<file path="src/rtl/xbus_decoder_pkg.sv">
// xbus_decoder_pkg: FSM state encodings, default slot map and counter sizing for the xbus decoder
package xbus_decoder_pkg;
  typedef enum logic [1:0] {
    XBUS_IDLE = 2'd0,
    XBUS_WAIT = 2'd1,
    XBUS_DONE = 2'd2
  } xbus_state_e;
  localparam int SLOT_MEM  = 0;
  localparam int SLOT_REGF = 1;
  localparam int SLOT_EXT  = 2;
  localparam int SLOT_CPRT = 3;
  function automatic int cnt_w(input int t);
    return (t > 0) ? $clog2(t + 1) : 1;
  endfunction
endpackage

</file>
<file path="src/rtl/xbus_timer.sv">
// xbus_timer: clear/enable saturating wait counter, expired when the count reaches TIMEOUT
module xbus_timer import xbus_decoder_pkg::*; #(
  parameter int TIMEOUT = 15
) (
  input  logic clk,
  input  logic rst,
  input  logic clr,
  input  logic en,
  output logic expired
);
  localparam int CW = cnt_w(TIMEOUT);
  logic [CW-1:0] cnt_q;
  assign expired = cnt_q == CW'(TIMEOUT);
  always_ff @(posedge clk)
    if (rst || clr) cnt_q <= '0;
    else if (en && !expired) cnt_q <= cnt_q + CW'(1);
endmodule

</file>
<file path="src/rtl/xbus_decoder.sv">
// xbus_decoder: registered data-bus decoder with per-slave ready handshake, timeout and sticky trap
module xbus_decoder import xbus_decoder_pkg::*; #(
  parameter int ADDR_W  = 13,
  parameter int DATA_W  = 32,
  parameter int SLOT_W  = 11,
  parameter int N_SLV   = 4,
  parameter int TIMEOUT = 15
) (
  input  logic                      clk,
  input  logic                      rst,
  input  logic                      m_sel,
  input  logic                      m_we,
  input  logic [ADDR_W-1:0]         m_addr,
  input  logic [DATA_W-1:0]         m_wdata,
  output logic [DATA_W-1:0]         m_rdata,
  output logic                      m_ready,
  output logic [N_SLV-1:0]          s_sel,
  output logic                      s_we,
  output logic [SLOT_W-1:0]         s_addr,
  output logic [DATA_W-1:0]         s_wdata,
  input  logic [N_SLV*DATA_W-1:0]   s_rdata,
  input  logic [N_SLV-1:0]          s_ready,
  output logic                      trap,
  output logic [ADDR_W-SLOT_W-1:0]  err_slot
);
  localparam int SW = ADDR_W - SLOT_W;
  localparam int RW = $clog2(N_SLV * DATA_W);
  xbus_state_e       state_q;
  logic [SW-1:0]     slot_q;
  logic [DATA_W-1:0] m_rdata_q;
  logic              m_ready_q;
  logic [N_SLV-1:0]  s_sel_q;
  logic              s_we_q;
  logic [SLOT_W-1:0] s_addr_q;
  logic [DATA_W-1:0] s_wdata_q;
  logic              trap_q;
  logic [SW-1:0]     err_q;
  logic [SW-1:0]     slot_in;
  logic              mapped;
  logic              rdy;
  logic              tmo;
  logic [RW-1:0]     rd_base;
  assign slot_in  = m_addr[ADDR_W-1:SLOT_W];
  assign mapped   = int'(slot_in) < N_SLV;
  assign rdy      = |(s_ready & s_sel_q);
  assign rd_base  = RW'(slot_q * DATA_W);
  assign m_rdata  = m_rdata_q;
  assign m_ready  = m_ready_q;
  assign s_sel    = s_sel_q;
  assign s_we     = s_we_q;
  assign s_addr   = s_addr_q;
  assign s_wdata  = s_wdata_q;
  assign trap     = trap_q;
  assign err_slot = err_q;
  if (TIMEOUT == 0) begin : g_no_tmo
    assign tmo = 1'b0;
  end else begin : g_tmo
    xbus_timer #(.TIMEOUT(TIMEOUT)) u_timer (
      .clk     (clk),
      .rst     (rst),
      .clr     (state_q != XBUS_WAIT),
      .en      (state_q == XBUS_WAIT),
      .expired (tmo)
    );
  end
  always_ff @(posedge clk)
    if (rst) begin
      state_q   <= XBUS_IDLE;
      slot_q    <= '0;
      m_rdata_q <= '0;
      m_ready_q <= 1'b0;
      s_sel_q   <= '0;
      s_we_q    <= 1'b0;
      s_addr_q  <= '0;
      s_wdata_q <= '0;
      trap_q    <= 1'b0;
      err_q     <= '0;
    end else begin
      m_ready_q <= 1'b0;
      case (state_q)
        XBUS_IDLE: if (m_sel) begin
          slot_q    <= slot_in;
          s_we_q    <= m_we;
          s_addr_q  <= m_addr[SLOT_W-1:0];
          s_wdata_q <= m_wdata;
          if (mapped) begin
            state_q <= XBUS_WAIT;
            s_sel_q <= N_SLV'(1) << slot_in;
          end else begin
            state_q   <= XBUS_DONE;
            m_ready_q <= 1'b1;
            m_rdata_q <= '0;
            trap_q    <= 1'b1;
            if (!trap_q) err_q <= slot_in;
          end
        end
        XBUS_WAIT: if (rdy) begin
          state_q   <= XBUS_DONE;
          m_ready_q <= 1'b1;
          s_sel_q   <= '0;
          m_rdata_q <= s_we_q ? '0 : s_rdata[rd_base +: DATA_W];
        end else if (tmo) begin
          state_q   <= XBUS_DONE;
          m_ready_q <= 1'b1;
          s_sel_q   <= '0;
          m_rdata_q <= '0;
          trap_q    <= 1'b1;
          if (!trap_q) err_q <= slot_q;
        end
        default: begin
          state_q   <= XBUS_IDLE;
          m_rdata_q <= '0;
        end
      endcase
    end
endmodule

</file>
<file path="config.mk">
export PLATFORM = sky130hd
export DESIGN_NAME = xbus_decoder
export DESIGN_NICKNAME = d
export VERILOG_FILES = /design/src/rtl/xbus_decoder_pkg.sv /design/src/rtl/xbus_timer.sv /design/src/rtl/xbus_decoder.sv
export SDC_FILE = /design/constraint.sdc
export NUM_CORES = 1
export LEC_CHECK = 0
export ABC_AREA = 1
export CAP_MARGIN = 10
export CORE_ASPECT_RATIO = 1.5
export CORE_MARGIN = 2
export CORE_UTILIZATION = 39
export CTS_CLUSTER_SIZE = 14
export DETAILED_ROUTE_END_ITERATION = 8
export PLACE_DENSITY_LB_ADDON = 0.3
export SYNTH_ARGS = -nofsm -noshare
export SYNTH_HDL_FRONTEND = slang
export SYNTH_SLANG_ARGS = --single-unit
</file>
<file path="constraint.sdc">
create_clock -name clk -period 1.88 [get_ports clk]
set_clock_uncertainty 0.15 [all_clocks]
set_input_delay 0.47 -clock clk [delete_from_list [all_inputs] [get_ports clk]]
set_output_delay 0.47 -clock clk [all_outputs]
set_load 0.05 [all_outputs]
</file>
==> run_results.csv <==
group,metric,value,unit
timing,max_freq,0.5753,GHz
synth,yosys_register_bits,92,
status,status,"complete, no violations",
setup_path,required,1.92,ns
synth,synth_area_leaders,"dfxtp_1, nand2_1, o211ai_1",
die,initial_core_util,0.4025,
synth,synth_cell_types,30,
detailed_routing,num_vias,5133,
setup_path,cp-startpoint,"g_tmo.u_timer.cnt_q[0]",
power,combPwrFrac,0.288,
timing,relSlewSlack,0.6307,
setup_path,path_cells,"ha_1 > nand3_1 > nand2_2 > inv_4 > nand2_4 > nand2_8 > nand2_1 > a21oi_1",
power,pwr-share-clk,0.337,
timing,finalCriticalPeriod,1.738,ns
power,power_density,730.8,nW/um2
place,place_inst,1053,
clock_network,root_buffer,"clkbuf_16",
die,core.rowCount,48,
synth,ys_warn_count,0,
synth,syn_area,4666,um2
synth,synthCells,666,
detailed_routing,drc_errors,0,
power,p_switching,1.750,mW
min_path,holdCritStartpoint,"m_rdata[13]",
finish,synthToLayoutAreaGrowth,67.69,%
setup_path,startpoint_type,"flop",
grt,grt_max_degree,48,
setup_path,crit_slowest_cell,"dfxtp_1",
grt,grt_overflow_total,0,
finish,nets,1096,
die,die_h,138.0,um
power,leakage,3.300,nW
flow_run,drv_cap,0,
clock_network,clock-sinks,92,
power,seqPwrFrac,0.376,
detailed_routing,drtIter0Drc,189,
power,post-layout-total-power,5.717,mW
power,switching_share,0.3061,
power,irDropWorstVdd,0.6097,mV
synth,synth_top_area_frac,0.3947,
clock_network,clk_pin_slew,0.06,ns
timing,rsz0062_at_grt,"yes",
setup_path,critPathTopFamily,"simple AND/OR/NAND/NOR gates",
finish,final_area,7824,um2
place,hpwlAfterDp,12.00,mm
grt,grt_pass1_wl,24.81,mm
die,die_area,12870,um2
place,placed_cell_area,7508,um2
synth,ys_top_cells_by_count,"nand2_1, nor2_1, dfxtp_1",
detailed_routing,ant_nets,0,
detailed_routing,wire_per_inst,14.58,um
timing,slew_viol_final,0,
timing,setup_viol,0,
synth,ys_seq_area_frac,0.3947,
detailed_routing,wirelength,15.59,mm
finish,fin_cells,1069,
synth,yosysMostFrequentCell,"nand2_1",
synth,syn_nets,848,
detailed_routing,avgViaCountPerCell,4.802,
timing,tightest_slew,0.5539,ns
die,design.core.area,11590,um2
synth,synth_edf_count,0,
synth,syn_avg_cell_area,7.006,um2
setup_path,critPathMaxStageDelay,0.37,ns
clock_network,cts_buffer_depth,2,
synth,yosysTopAreaCell,"dfxtp_1",
setup_path,endpoint_kind,"flop",
grt,antenna_found_initial,0,
setup_path,cp_num_buf_inv,1,
setup_path,crit_type,"flop to flop",
clock_network,cts_buffers,9,
timing,timing.final.hold_violations,0,
clock_network,h-tree-depth,3,
synth,synth_ff_type,"dfxtp_1",
min_path,hp-class,"flop to flop",
clock_network,insertion_delay,0.33,ns
die,die_w,93.31,um
grt,grtUsageTotal,0.2428,
setup_path,r2r_start,"g_tmo.u_timer.cnt_q[0]",
setup_path,cp_max_fo,32,
setup_path,arrival,1.78,ns
die,io_pins,265,
place,io_buffer_count,264,
finish,diodes,0,
clock_network,hold_buffers,0,
grt,grt_pass1_vias,5050,
timing,period_share,0.9245,
finish,drive_above_1_share,0.1893,
place,place_congestion,0.8263,
finish,post-route-util,0.6750,
synth,synthArstFlopShare,0,
detailed_routing,drtPass1Iterations,4,
power,internal_power,3.967,mW
clock_network,cts_tree,"built",
[tightest hold or removal path, stage by stage (launching register included)]
cell and delay [ns]:
dfxtp_1 0.31, nand2_1 0.06, a21oi_1 0.05
[kinds of logic after synthesis]
family | after synthesis | share of synthesized area
flops | 92 | 0.3947
compound gates | 156 | 0.2186
buf+inv | 120 | 0.1150
simple gates | 296 | 0.2671
fa+ha+maj | 1 | 0.002681
xor+xnor | 1 | 0.001878
[power by group through the flow]
stage	Combinational, mW	Clock (mW)	Sequential [mW]
after CTS	1.66	1.96	2.15
after global routing	1.78	2.03	2.16
after detailed placement	1.65	0	2.19
after floorplan	0.591	0	2.51
final	1.65	1.92	2.15
after global placement	1.64	0	2.19
[layout by cell type, fill, tap and decap left out]
master,instances
inv_4,1
nor2_1,95
nor3_1,1
o21ai_1,5
clkdlybuf4s50_1,179
a21oi_1,25
inv_2,3
clkbuf_1,1
dfxtp_4,1
bufinv_16,2
clkbuf_16,9
clkinvlp_4,1
ha_1,1
nand3b_1,1
buf_4,76
nor2_2,1
nand2_1,164
buf_12,27
nand2_2,22
nand2_8,1
xor2_1,1
o21ai_0,41
dfxtp_1,91
nor2_8,1
a21oi_2,21
o211ai_1,64
nand2_4,2
inv_6,1
nand4_1,2
clkinv_2,2
nor2_4,2
nand3_1,4
buf_2,1
inv_1,70
[path summary, 6_finish.rpt]
path / cells after the start / slack [ns] / to
hold reg to reg: 2 / 0.31 / m_rdata[13]
setup / recovery: 8 / 0.14 / m_rdata[16]
hold / removal: 2 / 0.31 / m_rdata[13]
setup reg to reg: 8 / 0.14 / m_rdata[16]
[cell type report]
cell class	count	area [um2]
Clock inverter	6	86.33
Multi-Input combinational cell	454	2287
Sequential cell	92	1846
Fill cell	990	3767
Clock buffer	10	229.0
Tap cell	150	187.7
Timing Repair Buffer	283	2908
Inverter	74	280.3
[per-layer routing]
layer | wire [um] | GRT usage | vias up
met3 | 1624 | 0.08152 | 15
met2 | 7514 | 0.4317 | 219
met1 | 6250 | 0.2757 | 2282
met5 | 0 | 0 | -
met4 | 202 | 0.06781 | 0
li1 | - | - | 2617
[registers in the layout (all words and copies together), names as in the netlist]
name	flops
m_rdata	32
s_addr	11
s_wdata	32
slot_q	2
m_ready	1
state_q	2
s_we	1
err_slot	2
g_tmo.u_timer.cnt_q	4
trap	1
s_sel	4
[repair_timing]
action,CTS,global route
setup buffers,0,0
gates resized for setup,0,0
setup endpoints to repair,0,1
[through the flow]
| stage | setup TNS (ns) | hold WS [ns] | setup WS (ns) |
|---|---|---|---|
| global route | -0.007693 | 0.3345 | -0.007693 |
| floorplan | 0 | 0.3118 | 0.1941 |
| global placement | -2.714 | 0.2975 | -0.08998 |
| detailed placement | -3.822 | 0.3070 | -0.1301 |
| CTS | 0 | 0.3166 | 0.1278 |
| finish | 0 | 0.3143 | 0.1419 |
Note: power is estimated with default switching activity, not from simulation.
==> variant 1: new RTL, same flow settings <==
Reset style: asynchronous (`rst`), changed in one clocked block.
--- a/src/rtl/xbus_decoder.sv
+++ b/src/rtl/xbus_decoder.sv
@@ -63,7 +63,7 @@
       .expired (tmo)
     );
   end
-  always_ff @(posedge clk)
+  always_ff @(posedge clk or posedge rst)
     if (rst) begin
       state_q   <= XBUS_IDLE;
       slot_q    <= '0;
Formal check against the unedited RTL: differs if rst is asserted again (counterexample within 4 cycles, from zero or initial values and one cycle with rst high); with rst held inactive, the same outputs for 4 cycles.
==> variant 1 against the original RTL <==
  * Area after synthesis is 1.4% higher
  * Worst setup slack better by 0.055 ns
  * Die area is 1.3% higher
  * Routed wire length is 2.9% lower
  * Sequential cell count stayed put
  * Critical path depth is 2 lower
  * Final area is 0.94% higher
  * Sequential share of layout area is 5.3 points higher
Power is not compared: it rests on default switching activity, and its combinational part moved more than twofold at a synthesized area within 25%.
==> variant 1: results (changes against the original RTL) <==
- Hold Crit Start: m_rdata[16] (was m_rdata[13])
- Grt met3 use: 0.0701 (was 0.0815)
- Post-synth top cells: nand2_1 (120), nor2_1 (105), dfrtp_1 (88) (was nand2_1 (164), nor2_1 (95), dfxtp_1 (92))
- WL met3: 1.53 mm (was 1.62 mm)
- Multi-input gate share of total cell area: 0.278 (was 0.292)
- Routability congestion estimate: 0.837 (was 0.826)
- Slew HR: 0.666 (was 0.631)
- Min-Delay Endpoint: m_rdata[16] (was m_rdata[13])
- Met1 usage: 0.261 (was 0.276)
- Vias in the first global route: 4609 (was 5050)
- R2R depth: 6 (was 8)
- Synth-to-layout area growth: 67.0% (was 67.7%)
- Sequential cell area share: 0.289 (was 0.236)
- CP max FO: 27 (was 32)
- Share of layout cells above drive strength 1: 0.219 (was 0.189)
- Vias per cell: 4.81 (was 4.80)
- Netlist cell types: 26 (was 30)
- Worst reg2reg startpoint: slot_q[0] (was g_tmo.u_timer.cnt_q[0])
- Status: completed (unchanged)
- XOR/XNOR Fraction of Synth Area: 0 (was 0.00188)
- Met2 track demand over resource: 0.397 (was 0.432)
- Layout Cells excl Fill: 953 (was 1069)
- Sequential cell count: 92 (unchanged)
- Largest net degree at the start of global routing: 89 (was 48)
- Top cells by area, synth: dfrtp_1 (47%), mux2_4 (13%), nand2_1 (9.5%), nor2_1 (8.3%), o21ai_0 (6.8%) (was dfxtp_1 (39%), nand2_1 (13%), o211ai_1 (10%), nor2_1 (7.6%), inv_1 (5.6%))
- Synth Area in Compound Gates: 0.111 (was 0.219)
- WHS: 0.338 ns (was 0.314 ns)
- Data buffer area share: 0.361 (was 0.372)
- Drt first pass iters: 5 (was 4)
- Mux cell area share after synthesis: 0.137 (was 0)
- Fillcell total: 955 (was 990)
- HPWL Detailed: 11.4 mm (was 12.0 mm)
==> variant 1: changes by cell type after synthesis, sizes merged, moves of 57 or more <==
cell | before | now
dfrtp | 0 | 88
dfxtp | 92 | 4
nand2 | 189 | 125
o211ai | 64 | 0
inv | 74 | 14
o21ai | 46 | 103
==> variant 1: worst min-delay path: stages (launching register included) <==
cell     delay, ns
dfrtp_1       0.35
nand2_1       0.06
nand2_1       0.06
==> variant 1: power by group through the flow <==
| stage | clock network [W] | logic (W) | registers [W] |
|---|---|---|---|
| after floorplan | 0 | 0.00322 | 0.00593 |
| after global placement | 0 | 0.00847 | 0.00344 |
| after detailed placement | 0 | 0.00864 | 0.00344 |
| after CTS | 0.00197 | 0.00865 | 0.00345 |
| after global routing | 0.00206 | 0.00916 | 0.00354 |
| final | 0.00193 | 0.00863 | 0.00344 |
==> variant 1: timing repair <==
item | 4_1_cts | 5_1_grt
setup endpoints to repair | 0 | 3
resized for setup | 0 | 1
hold buffers | 0 | 0
==> variant 2: new RTL, same flow settings <==
Made on the original files. Set the parameter `N_SLV` to 8 (it was 4).
--- a/src/rtl/xbus_decoder.sv
+++ b/src/rtl/xbus_decoder.sv
@@ -3,7 +3,7 @@
   parameter int ADDR_W  = 13,
   parameter int DATA_W  = 32,
   parameter int SLOT_W  = 11,
-  parameter int N_SLV   = 4,
+  parameter int N_SLV   = 8,
   parameter int TIMEOUT = 15
 ) (
   input  logic                      clk,
Interface: changed (resized s_rdata, s_ready and s_sel); port bits go from 265 to 401. The function was not compared with the original's and may differ.
==> variant 2 against the original RTL <==
  * Final area rose by 6.8%
  * Sequential cell count did not move
  * Area after synthesis rose by 4.0%
  * Total power rose by 1.5%
  * Worst setup slack got worse by 0.019 ns
  * Highest routed layer unchanged
  * Routed wire length rose by 22%
==> variant 2: results (changes against the original RTL) <==
- Status: completed (unchanged)
- Leakage: 3.49 nW (was 3.30 nW)
- Post-DP Area: 8050 um^2 (was 7510 um^2)
- CTS Buf Count: 9 (unchanged)
- Worst-Margin Slew: 0.641 ns (was 0.554 ns)
- Total wire length: 19.0 mm (was 15.6 mm)
- Maximum VDD drop: 0.633 mV (was 0.610 mV)
- Worst Path Arrival: 1.87 ns (was 1.78 ns)
- Share of layout cells above drive strength 1: 0.237 (was 0.189)
- Total Routing Usage GR: 0.285 (was 0.243)
- Post-synth top cells: nand2_1 (132), nor2_1 (99), dfxtp_1 (92) (was nand2_1 (164), nor2_1 (95), dfxtp_1 (92))
- XOR/XNOR Fraction of Synth Area: 0.00180 (was 0.00188)
- Synth warnings: 0 (unchanged)
- Reg clk slew, reported paths: 0.07 ns
- Synth Area in Compound Gates: 0.215 (was 0.219)
- Vias per cell: 4.88 (was 4.80)
- Initial DRC Count: 266 (was 189)
- Nets@finish: 1240 (was 1096)
- Most common flop cell mapped by yosys: dfxtp_1 (unchanged)
- CP max FO: 11 (was 32)
- Initial antenna violation count: 7 (was 0)
- First-pass GRT wire length: 28.4 mm (was 24.8 mm)
- CP max stage delay: 0.41 ns (was 0.37 ns)
- Slowest cell on crit path: clkdlybuf4s50_1 (was dfxtp_1)
- Maximum buffer depth of the clock tree: 2 (unchanged)
- Share of flip-flops with an asynchronous set or reset: 0 (unchanged)
- Post-CTS setup buffer count: 0 (unchanged)
- Mux cell area share after synthesis: 0 (unchanged)
- Routability congestion estimate: 0.896 (was 0.826)
- Register area share after synthesis: 0.379 (was 0.395)
- PortBufs: 264 (unchanged)
- Root buf cell: clkbuf_16 (unchanged)
- Hold Crit Class: reg -> reg (unchanged)
- HPWL Detailed: 15.2 mm (was 12.0 mm)
- Largest net degree at the start of global routing: 43 (was 48)
- Top cells by area, synth: dfxtp_1 (38%), nand2_1 (10%), o211ai_1 (9.9%), nor2_1 (7.7%), nand2_2 (6.6%) (was dfxtp_1 (39%), nand2_1 (13%), o211ai_1 (10%), nor2_1 (7.6%), inv_1 (5.6%))
- Largest delay contributor family on the critical path: simple AND/OR/NAND/NOR gates (unchanged)
- Vias in the first global route: 5214 (was 5050)
- Htree depth: 3 (unchanged)
- Fillcell total: 947 (was 990)
- Drt first pass iters: 5 (was 4)
- Post-Synth Adder-Cell Area: 0.00258 (was 0.00268)
- Netlist cell types: 31 (was 30)
- Clock Latency Late Sink: 0.35 ns (was 0.33 ns)
variant 2: cell count changes after synthesis, sizes merged, moves of 2 or more:
| cell | before | now |
|---|---|---|
| nand3 | 4 | 7 |
| inv | 74 | 76 |
| nand2 | 189 | 185 |
| clkbuf | 15 | 10 |
| a21oi | 46 | 44 |
| buf | 31 | 39 |
| nand4 | 2 | 0 |
| nor2 | 99 | 103 |
variant 2: cell families (layout without fill, tap and decap cells):
group                    Yosys count  count (layout)
other                              1               9
AO/OA/AOI/OAI                    154             154
adder cells (fa/ha/maj)            1               1
buffers and inverters            126             381
AND/OR/NAND/NOR                  298             298
flip-flops                        92              92
XOR/XNOR                           1               1
variant 2: worst paths after layout:
kind                                        startpoint           to  slack [ns]  depth (start not counted)
worst max-delay path                        s_ready[2]  m_rdata[29]        0.12                          9
worst min-delay path                       m_rdata[13]  m_rdata[13]        0.32                          2
worst max register to register  g_tmo.u_timer.cnt_q[0]  m_rdata[29]        0.15                          9
worst min register to register             m_rdata[13]  m_rdata[13]        0.32                          2
variant 2: where the power goes:
part           switching [W]  internal [W]
Clock               0.000870      0.000931
Sequential          0.000100       0.00206
Combinational       0.000977      0.000865
Total                0.00195       0.00385
variant 2: worst register-to-register path, cell delays in order (launching register included):
cell and delay [ns]:
dfxtp_1 0.39, ha_1 0.26, nand3_4 0.14, nand2_2 0.12, inv_2 0.05, nand2_4 0.08, nand2_4 0.10, buf_12 0.17
nand2_1 0.06, a21oi_1 0.06
variant 2: through the flow:
step                      setup WS (ns)  utilization  hold slack, ns  total power [W]  instances
after detailed placement         -0.219        0.666           0.306          0.00404       1068
after floorplan                   0.211            -           0.300          0.00311        676
final                             0.123        0.692           0.318          0.00580       1089
after global routing            0.00441        0.691           0.333          0.00603       1085
after CTS                         0.103        0.690           0.319          0.00583       1084
after global placement           -0.161        0.666           0.301          0.00402       1068
variant 2: cell type report:
class                   count  area (um^2)  share of cell area
inverters                  76          285              0.0341
multi-input cells         458         2420               0.289
diodes                      5         12.5             0.00150
well taps                 153          191              0.0229
repair buffers            289         3320               0.397
clock buffers               9          225              0.0269
flip-flops and latches     92         1850               0.221
clock inverters             7         65.1             0.00778
variant 2: routing by layer:
layer	wire length (um)	share of wire	up-vias	global-route usage
met5	0	0	-	0
met3	2100	0.11	37	0.113
met1	6520	0.34	2395	0.313
met4	1050	0.055	0	0.152
met2	9360	0.49	233	0.463
li1	-	-	2647	-
variant 2: repair_timing:
action	CTS	global route
endpoints found under the setup margin	0	3
hold buffers	0	0
gates resized for setup	0	2
